## config.mk

```make
export PLATFORM = sky130hd
export DESIGN_NAME = hd63701_intc_flat
export DESIGN_NICKNAME = d
export VERILOG_FILES = /design/src/rtl/hd63701_intc_pkg.sv /design/src/rtl/hd63701_intc_if.sv /design/src/rtl/hd63701_intc_prio.sv /design/src/rtl/hd63701_intc.sv /design/src/flat_wrapper.sv
export SDC_FILE = /design/constraint.sdc
export NUM_CORES = 1
export LEC_CHECK = 0
export BUFFER_PORTS_ARGS = -buffer_cell sky130_fd_sc_hd__buf_4
export CAP_MARGIN = 20
export CORE_AREA = 4 4 45 47
export CTS_CLUSTER_DIAMETER = 50
export DETAILED_ROUTE_END_ITERATION = 8
export DIE_AREA = 0 0 49 51
export PLACE_DENSITY_LB_ADDON = 0.25
export SETUP_SLACK_MARGIN = 0.05
export SLEW_MARGIN = 5
export SYNTH_ARGS = -nofsm -noshare
export SYNTH_HDL_FRONTEND = slang
export SYNTH_HIERARCHICAL = 1
export SYNTH_SLANG_ARGS = --single-unit
```

## constraint.sdc

```tcl
create_clock -name CLKp -period 7 [get_ports CLKp]
set_clock_uncertainty 0.15 [all_clocks]
set_input_delay 0.7 -clock CLKp [delete_from_list [all_inputs] [get_ports CLKp]]
set_output_delay 0.7 -clock CLKp [all_outputs]
set_load 0.02 [all_outputs]
```

## src/rtl/hd63701_intc_pkg.sv

```systemverilog
// HD63701 interrupt controller shared definitions: vectors, FSM states,
// pending-bit layout. Optional: HD63701_EXTSYNC_EN (2-flop NMI/IRQ sync).
package hd63701_intc_pkg;

    localparam logic [7:0] VEC_NMI = 8'hFC;
    localparam logic [7:0] VEC_IRQ = 8'hF8;
    localparam logic [7:0] VEC_ICF = 8'hF6;
    localparam logic [7:0] VEC_OCF = 8'hF4;
    localparam logic [7:0] VEC_TOF = 8'hF2;
    localparam logic [7:0] VEC_SCI = 8'hF0;

    localparam int NSRC  = 6;
    localparam int P_NMI = 5;
    localparam int P_IRQ = 4;
    localparam int P_ICF = 3;
    localparam int P_OCF = 2;
    localparam int P_TOF = 1;
    localparam int P_SCI = 0;

`ifdef HD63701_EXTSYNC_EN
    localparam int SYNC_STAGES = 2;
`else
    localparam int SYNC_STAGES = 0;
`endif

    // Cycles after reset before the NMI history holds a real pin sample.
    localparam logic [1:0] ARM_CYC = 2'(SYNC_STAGES + 1);

    typedef enum logic [1:0] {
        ST_IDLE = 2'd0,
        ST_REQ  = 2'd1,
        ST_HOLD = 2'd2
    } state_e;

    function automatic logic src_live(
        input logic [NSRC-1:0] pend,
        input logic [7:0]      vec
    );
        logic live;
        live = 1'b0;
        case (vec)
            VEC_NMI: live = pend[P_NMI];
            VEC_IRQ: live = pend[P_IRQ];
            VEC_ICF: live = pend[P_ICF];
            VEC_OCF: live = pend[P_OCF];
            VEC_TOF: live = pend[P_TOF];
            VEC_SCI: live = pend[P_SCI];
            default: live = 1'b0;
        endcase
        return live;
    endfunction

endpackage

```

## src/rtl/hd63701_intc_if.sv

```systemverilog
// Pin/flag bundle between the CPU core, peripherals and the interrupt
// controller; master drives sources and ack, slave is the controller.
interface hd63701_intc_if;

    logic       NMI;
    logic       IRQ;
    logic       ICF;
    logic       OCF;
    logic       TOF;
    logic       SCI;
    logic       EICI;
    logic       EOCI;
    logic       ETOI;
    logic       inte;
    logic       ack;
    logic       irq_req;
    logic [7:0] irq_vec;
    logic       nmi_pend;
    logic       wake;

    modport master (
        output NMI, IRQ, ICF, OCF, TOF, SCI,
        output EICI, EOCI, ETOI, inte, ack,
        input  irq_req, irq_vec, nmi_pend, wake
    );

    modport slave (
        input  NMI, IRQ, ICF, OCF, TOF, SCI,
        input  EICI, EOCI, ETOI, inte, ack,
        output irq_req, irq_vec, nmi_pend, wake
    );

endinterface

```

## src/rtl/hd63701_intc_prio.sv

```systemverilog
// Fixed-priority encoder: NMI > IRQ > ICF > OCF > TOF > SCI.
module hd63701_intc_prio
    import hd63701_intc_pkg::*;
(
    input  logic [NSRC-1:0] pend_i,
    output logic [7:0]      vec_o,
    output logic            valid_o
);

    always_comb begin
        vec_o   = 8'h00;
        valid_o = |pend_i;
        priority case (1'b1)
            pend_i[P_NMI]: vec_o = VEC_NMI;
            pend_i[P_IRQ]: vec_o = VEC_IRQ;
            pend_i[P_ICF]: vec_o = VEC_ICF;
            pend_i[P_OCF]: vec_o = VEC_OCF;
            pend_i[P_TOF]: vec_o = VEC_TOF;
            pend_i[P_SCI]: vec_o = VEC_SCI;
            default:       vec_o = 8'h00;
        endcase
    end

endmodule

```

## src/rtl/hd63701_intc.sv

```systemverilog
// HD63701 interrupt controller top: NMI edge latch, request FSM, wake.
// Optional: HD63701_EXTSYNC_EN adds 2-flop sync on the NMI/IRQ pins.
module hd63701_intc
    import hd63701_intc_pkg::*;
(
    input  logic           CLKp,
    input  logic           RSTn,
    hd63701_intc_if.slave  bus
);

    logic nmi_s;
    logic irq_s;

`ifdef HD63701_EXTSYNC_EN
    logic [1:0] nmi_sync_q;
    logic [1:0] irq_sync_q;

    always_ff @(posedge CLKp or negedge RSTn) begin
        if (!RSTn) begin
            nmi_sync_q <= 2'b00;
            irq_sync_q <= 2'b00;
        end else begin
            nmi_sync_q <= {nmi_sync_q[0], bus.NMI};
            irq_sync_q <= {irq_sync_q[0], bus.IRQ};
        end
    end

    assign nmi_s = nmi_sync_q[1];
    assign irq_s = irq_sync_q[1];
`else
    assign nmi_s = bus.NMI;
    assign irq_s = bus.IRQ;
`endif

    state_e          state_q, state_d;
    logic [7:0]      vec_q, vec_d;
    logic            nmi_q, nmi_d;
    logic            nmi_prev_q;
    logic [1:0]      arm_q, arm_d;
    logic            armed;
    logic            nmi_edge;
    logic            nmi_clr;
    logic [NSRC-1:0] pend;
    logic [7:0]      win_vec;
    logic            win_valid;

    // History is untrusted until it has seen a real sample after reset,
    // so a pin held high through reset release is not taken as an edge.
    assign armed    = (arm_q == ARM_CYC);
    assign arm_d    = armed ? arm_q : arm_q + 2'd1;
    assign nmi_edge = armed & nmi_s & ~nmi_prev_q;

    assign pend[P_NMI] = nmi_q | nmi_edge;
    assign pend[P_IRQ] = irq_s & bus.inte;
    assign pend[P_ICF] = bus.ICF & bus.EICI & bus.inte;
    assign pend[P_OCF] = bus.OCF & bus.EOCI & bus.inte;
    assign pend[P_TOF] = bus.TOF & bus.ETOI & bus.inte;
    assign pend[P_SCI] = bus.SCI & bus.inte;

    hd63701_intc_prio u_prio (
        .pend_i  (pend),
        .vec_o   (win_vec),
        .valid_o (win_valid)
    );

    always_comb begin
        state_d = state_q;
        vec_d   = vec_q;
        nmi_clr = 1'b0;
        unique case (state_q)
            ST_IDLE: begin
                if (win_valid) begin
                    state_d = ST_REQ;
                    vec_d   = win_vec;
                end
            end
            ST_REQ: begin
                if (bus.ack) begin
                    state_d = ST_HOLD;
                    nmi_clr = (vec_q == VEC_NMI);
                end else if (vec_q != VEC_NMI &&
                             !src_live(pend, vec_q)) begin
                    state_d = ST_IDLE;
                end
            end
            ST_HOLD: state_d = ST_IDLE;
            default: state_d = ST_IDLE;
        endcase
        // A fresh edge beats a same-cycle clear.
        nmi_d = nmi_edge | (nmi_q & ~nmi_clr);
    end

    always_ff @(posedge CLKp or negedge RSTn) begin
        if (!RSTn) begin
            state_q    <= ST_IDLE;
            vec_q      <= 8'h00;
            nmi_q      <= 1'b0;
            nmi_prev_q <= 1'b0;
            arm_q      <= 2'd0;
        end else begin
            state_q    <= state_d;
            vec_q      <= vec_d;
            nmi_q      <= nmi_d;
            nmi_prev_q <= nmi_s;
            arm_q      <= arm_d;
        end
    end

    assign bus.irq_req  = (state_q == ST_REQ);
    assign bus.irq_vec  = vec_q;
    assign bus.nmi_pend = nmi_q;
    assign bus.wake     = |pend;

endmodule

```

## src/flat_wrapper.sv

```systemverilog
// flat-port wrapper written by rule: the top's interface ports become plain ports
module hd63701_intc_flat import hd63701_intc_pkg::*;
  (CLKp, RSTn, bus_NMI, bus_IRQ, bus_ICF, bus_OCF, bus_TOF, bus_SCI, bus_EICI, bus_EOCI, bus_ETOI, bus_inte, bus_ack, bus_irq_req, bus_irq_vec, bus_nmi_pend, bus_wake);
  hd63701_intc_if bus_i ();
  input  logic CLKp;
  input  logic RSTn;
  input wire logic [$bits(bus_i.NMI)-1:0] bus_NMI;
  input wire logic [$bits(bus_i.IRQ)-1:0] bus_IRQ;
  input wire logic [$bits(bus_i.ICF)-1:0] bus_ICF;
  input wire logic [$bits(bus_i.OCF)-1:0] bus_OCF;
  input wire logic [$bits(bus_i.TOF)-1:0] bus_TOF;
  input wire logic [$bits(bus_i.SCI)-1:0] bus_SCI;
  input wire logic [$bits(bus_i.EICI)-1:0] bus_EICI;
  input wire logic [$bits(bus_i.EOCI)-1:0] bus_EOCI;
  input wire logic [$bits(bus_i.ETOI)-1:0] bus_ETOI;
  input wire logic [$bits(bus_i.inte)-1:0] bus_inte;
  input wire logic [$bits(bus_i.ack)-1:0] bus_ack;
  output wire logic [$bits(bus_i.irq_req)-1:0] bus_irq_req;
  output wire logic [$bits(bus_i.irq_vec)-1:0] bus_irq_vec;
  output wire logic [$bits(bus_i.nmi_pend)-1:0] bus_nmi_pend;
  output wire logic [$bits(bus_i.wake)-1:0] bus_wake;
  assign bus_i.NMI = bus_NMI;
  assign bus_i.IRQ = bus_IRQ;
  assign bus_i.ICF = bus_ICF;
  assign bus_i.OCF = bus_OCF;
  assign bus_i.TOF = bus_TOF;
  assign bus_i.SCI = bus_SCI;
  assign bus_i.EICI = bus_EICI;
  assign bus_i.EOCI = bus_EOCI;
  assign bus_i.ETOI = bus_ETOI;
  assign bus_i.inte = bus_inte;
  assign bus_i.ack = bus_ack;
  assign bus_irq_req = bus_i.irq_req;
  assign bus_irq_vec = bus_i.irq_vec;
  assign bus_nmi_pend = bus_i.nmi_pend;
  assign bus_wake = bus_i.wake;
  hd63701_intc u_core (.CLKp(CLKp), .RSTn(RSTn), .bus(bus_i));
endmodule
```

# Word-level counts from Yosys, hierarchy flattened
# Cells that the tools add are included.
# word_totals
out_inout_bits	11
inputBits	13
word_cells	53
ff_bits	14
# op_classes
n_eq_ne	11
n_mux	15
n_reduce_logical	6
addsub	1
bitwise_logic	15
# ops
op	count
$eq 8x8->1 const B	6
$mux 8	6
$and 1x1->1	11
$ne 8x8->1 const B	1
$mux 2	3
$pmux 1 s6	1
$reduce_or 6->1	1
$eq 2x1->1 const B	2
$mux 1	4
$pmux 2 s2	1
$reduce_and 2->1	2
$ne 3x2->1 const B	1
$add 2x1->2 const B	1
$logic_not 2->1	1
$ne 2x2->1 const B	1
$not 1->1	2
$or 1x1->1	2
$logic_and 1x1->1	1
$logic_not 1->1	1

# Longest topological paths before layout
# logic_depth
depth_word	12
depth_mapped	10
ltp_nobuf	9

# Modules after synthesis
# The synthesis kept the hierarchy.
# by_module_without_submodules
mod	cells_per_inst	instances	area_per_inst_um2	seq_area_each_um2
hd63701_intc	58	1	694.4	350.3
hd63701_intc_prio	13	1	88.8	0.0

# Least setup slack after synthesis
# OpenSTA, ideal clock, no wires.
# synth_timing
path_type	input to register
startpoint	input bus_NMI
endpoint	register u_core.state_q[0]
setup_time_ns	0.126
path_buffers	1
setup_slack_ns	4.339
t_required_ns	6.724
arrival_time_ns	2.385
cell_stages	8
cell_sequence	nand3b_1 > nand2b_1 > or2_4 > or4b_1 > nor3b_1 > buf_6 > a211o_1 > o32a_1
# synth_between
elab_cells_between_ends	12
classes_between	2 x eq/ne; 3 x mux; 3 x bitwise; 4 x reduce/logical
# synth_lines
item	line_no	rtl
start: declaration	flat_wrapper.sv:7	input wire logic [$bits(bus_i.NMI)-1:0] bus_NMI;
$and 1x1->1 (2 in a row)	hd63701_intc.sv:51	assign nmi_edge = armed & nmi_s & ~nmi_prev_q;
$or 1x1->1	hd63701_intc.sv:53	assign pend[P_NMI] = nmi_q | nmi_edge;
via u_core.pend[5]	hd63701_intc.sv:43	logic [NSRC-1:0] pend;
$reduce_or 6->1	hd63701_intc_prio.sv:12	valid_o = |pend_i;
via u_core.win_valid	hd63701_intc.sv:45	logic win_valid;
$ne 2x2->1 (no source line)	n/a	
$reduce_and 2->1 (no source line)	n/a	
end signal: assignment	hd63701_intc.sv:101	state_q <= state_d;
end: declaration	hd63701_intc.sv:35	state_e state_q, state_d;
# The timed path passes the listed nets, and every way through them passes these cells. The select of a mux whose other input is x is not followed.
# A chain may end at the register's enable or synchronous reset.

# Worst setup path after layout
# layout_timing
startpoint	register u_core.arm_q[0]
endpoint	register u_core.state_q[0]
# layout_between
elab_cells_between_ends	13
classes_between	3 x eq/ne; 3 x mux; 3 x bitwise; 4 x reduce/logical
# layout_lines
item	line_no	rtl
start: declaration	hd63701_intc.sv:39	logic [1:0] arm_q, arm_d;
start signal: assignment	hd63701_intc.sv:105	arm_q <= arm_d;
$eq 2x1->1	hd63701_intc.sv:49	assign armed = (arm_q == ARM_CYC);
$and 1x1->1 (2 in a row)	hd63701_intc.sv:51	
$or 1x1->1	hd63701_intc.sv:53	
via u_core.pend[5]	hd63701_intc.sv:43	
$reduce_or 6->1	hd63701_intc_prio.sv:12	
via u_core.win_valid	hd63701_intc.sv:45	
$ne 2x2->1 (no source line)	n/a	
$reduce_and 2->1 (no source line)	n/a	
# The timed path passes the listed nets, and every way through them passes these cells. The select of a mux whose other input is x is not followed.

==> qor.yml <==
layout:
  final_util: 0.583
  nFillCells: 149
  areaGrowthSynthToFinish_pct: 23.0
  multi_input_area_um2: 389
  antenna_cells: 0
  design_area_um2: 963
  drive_above_1_share: 0.391
  finalNetCount: 108
  area.sequential_um2: 350
  instances_no_fill: 109
setup_path:
  slowest_delay_ps: 510
  start_kind: "register"
  cp.arrival_ps: 2730
  end_kind: "register"
  path_max_fanout: 10
  critical_path.slowest_cell: "or4b_1"
  worstPathRequired_ps: 7010
  worstPathCellList: "ha_1 -> nand3b_1 -> nand2b_1 -> or2_4 -> or4b_1 -> nor3b_2 -> a211o_1 -> o32a_1"
  path_class: "reg2reg"
sta:
  hold_viol_final: 0
  slew_headroom: 0.522
  holdWs_ps: 109
  fmax_mhz: 367
  finalSetupViolCount: 0
  fin_tns_setup_ps: 0
  post-route-period-util: 0.389
  drv_slew: 0
  setup_ws_ps: 4280
  worst_slew_pin_slew_ps: 715
  layout_min_cycle_time_ps: 2720
  rsz0062_at_grt: "no"
pwr:
  vdd_drop_max_v: 0.000136
  leakagePower_nw: 0.416
  power.density_mw_per_mm2: 324
  power.total_mw: 0.312
logic_synthesis:
  avgSynthCellArea_um2: 11.0
  async_reset_ff_frac: 1.00
  synth_top_area_cell: "dfrtp_1"
  ys_seq_area_frac: 0.447
  yosys_warnings: 6
  synth_top_cell_area_share: 0.447
  ys_types: 32
  synth_nets: 85
  synth_edf_count: 0
  syn_area_um2: 783
  synth_most_common_cell: "dfrtp_1"
  ys_top_cells_by_area: "dfrtp_1, mux2_2, buf_4"
  ys.flop_type: "dfrtp_1"
  ys_ff_latch: 14
  postSynthCellCount: 71
  synth_commonest_cells: "dfrtp_1, mux2_2, buf_4, nand2_1"
place:
  io_buffers: 23
  place_inst: 106
  dpl-instance-area_um2: 936
  dp_slack_ps: 4030
  hpwl_mm: 1.21
  routabilityCongestion: 0.798
die:
  die_width_um: 49
  initial_utilization: 0.474
  coreArea_mm2: 0.00165
  ios: 24
  num_rows: 15
  die_h_um: 51
  die_area_mm2: 0.00250
routing:
  wl_per_cell_um: 14.1
  drt_wl_total_mm: 1.54
  drc_errors: 0
  via_per_inst: 5.42
  dr.pass1.iters: 4
  vias: 591
  postRouteAntennaNets: 0
  drt_iter0_drc: 9
cts:
  clk_pin_slew_ps: 70
  cts_buffer_depth: 2
  postCtsResizedCells: 0
  cts_max_level: 1
  clk_latency_ps: 270
  clockRootBuffer: "clkbuf_4"
  cts_sinks: 14
  cts_setup_buffers: 0
  cts_tree: "yes"
  ctsHoldBuffers: 0
  numCtsBuffers: 3
global_route:
  grt-ovfl-total: 0
  antenna_found_initial: 0
  grt_pass1_wl_mm: 2.65
  grt_pass1_vias: 597
  grt_max_degree: 15
  track_usage: 0.134
outcome:
  status: "completed"
worst_hold_path:
  hp-class: "in2async"
job:
  drv_cap: 0
-- flip-flops by register name, indices dropped and copies added (netlist names) --
register / count
u_core/bus.irq_vec: 8
u_core/arm_q: 2
u_core/bus.nmi_pend: 1
u_core/state_q: 2
u_core/nmi_prev_q: 1
-- power breakdown --
| part | internal, mW | switching (mW) | leakage (nW) | total (mW) |
|---|---|---|---|---|
| registers | 0.102 | 0.0253 | 0.149 | 0.128 |
| clock network | 0.0199 | 0.0220 | 0.0138 | 0.0419 |
| logic | 0.0732 | 0.0690 | 0.253 | 0.142 |
-- per-layer routing --
layer	vias up	wire [µm]	global-route usage
met4	0	0	0.0135
met2	11	796	0.226
li1	294	-	-
met5	-	0	0
met1	286	687	0.166
met3	0	52	0.0525
-- critical path, delay by kind of cell (launching register included) --
kind / cells / cell delay [ps]
compound gates: 2 / 570
flops: 1 / 400
fa+ha+maj: 1 / 250
simple gates: 5 / 1240
-- placed cells by master, fill, tap and decap left out, types with 2 or more instances in the layout --
cell type	count
buf_4	23
dfrtp_1	14
mux2_2	8
nand2_1	4
clkbuf_4	3
and3_1	3
and2_1	3
nor2_1	3
inv_1	2
nand3b_1	2
nand2b_1	2
nand4b_1	2
a21oi_1	2
or4b_1	2
-- final cells by class --
| cell class | instances | area share |
|---|---|---|
| clock buffer | 3 | 0.0234 |
| inverter | 2 | 0.00779 |
| multi-input combinational | 50 | 0.404 |
| sequential | 14 | 0.364 |
| tap | 17 | 0.0221 |
| timing repair buffer | 23 | 0.179 |
-- worst paths after layout --
| path | start | slack (ps) | to | cells after the start |
|---|---|---|---|---|
| max | u_core/arm_q[0]$_DFFE_PN0P_ | 4280 | u_core/state_q[0]$_DFFE_PN0P_ | 8 |
| min | RSTn | 110 | u_core/state_q[0]$_DFFE_PN0P_ | 1 |
| max reg2reg | u_core/arm_q[0]$_DFFE_PN0P_ | 4280 | u_core/state_q[0]$_DFFE_PN0P_ | 8 |
| min reg2reg | u_core/arm_q[0]$_DFFE_PN0P_ | 340 | u_core/arm_q[0]$_DFFE_PN0P_ | 1 |
| max in group asynchronous | RSTn | 6430 | u_core/bus.irq_vec[3]$_DFFE_PN0P_ | 1 |
| min in group CLKp | u_core/arm_q[0]$_DFFE_PN0P_ | 340 | u_core/arm_q[0]$_DFFE_PN0P_ | 1 |
-- kinds of logic after synthesis --
group / share of synthesized area
compound gates: 0.0671
xor+xnor: 0.0112
fa+ha+maj: 0.0160
buf+inv: 0.0623
flops: 0.447
mux: 0.128
other cells: 0.00479
simple gates: 0.264
(Power assumes the default switching activity.)
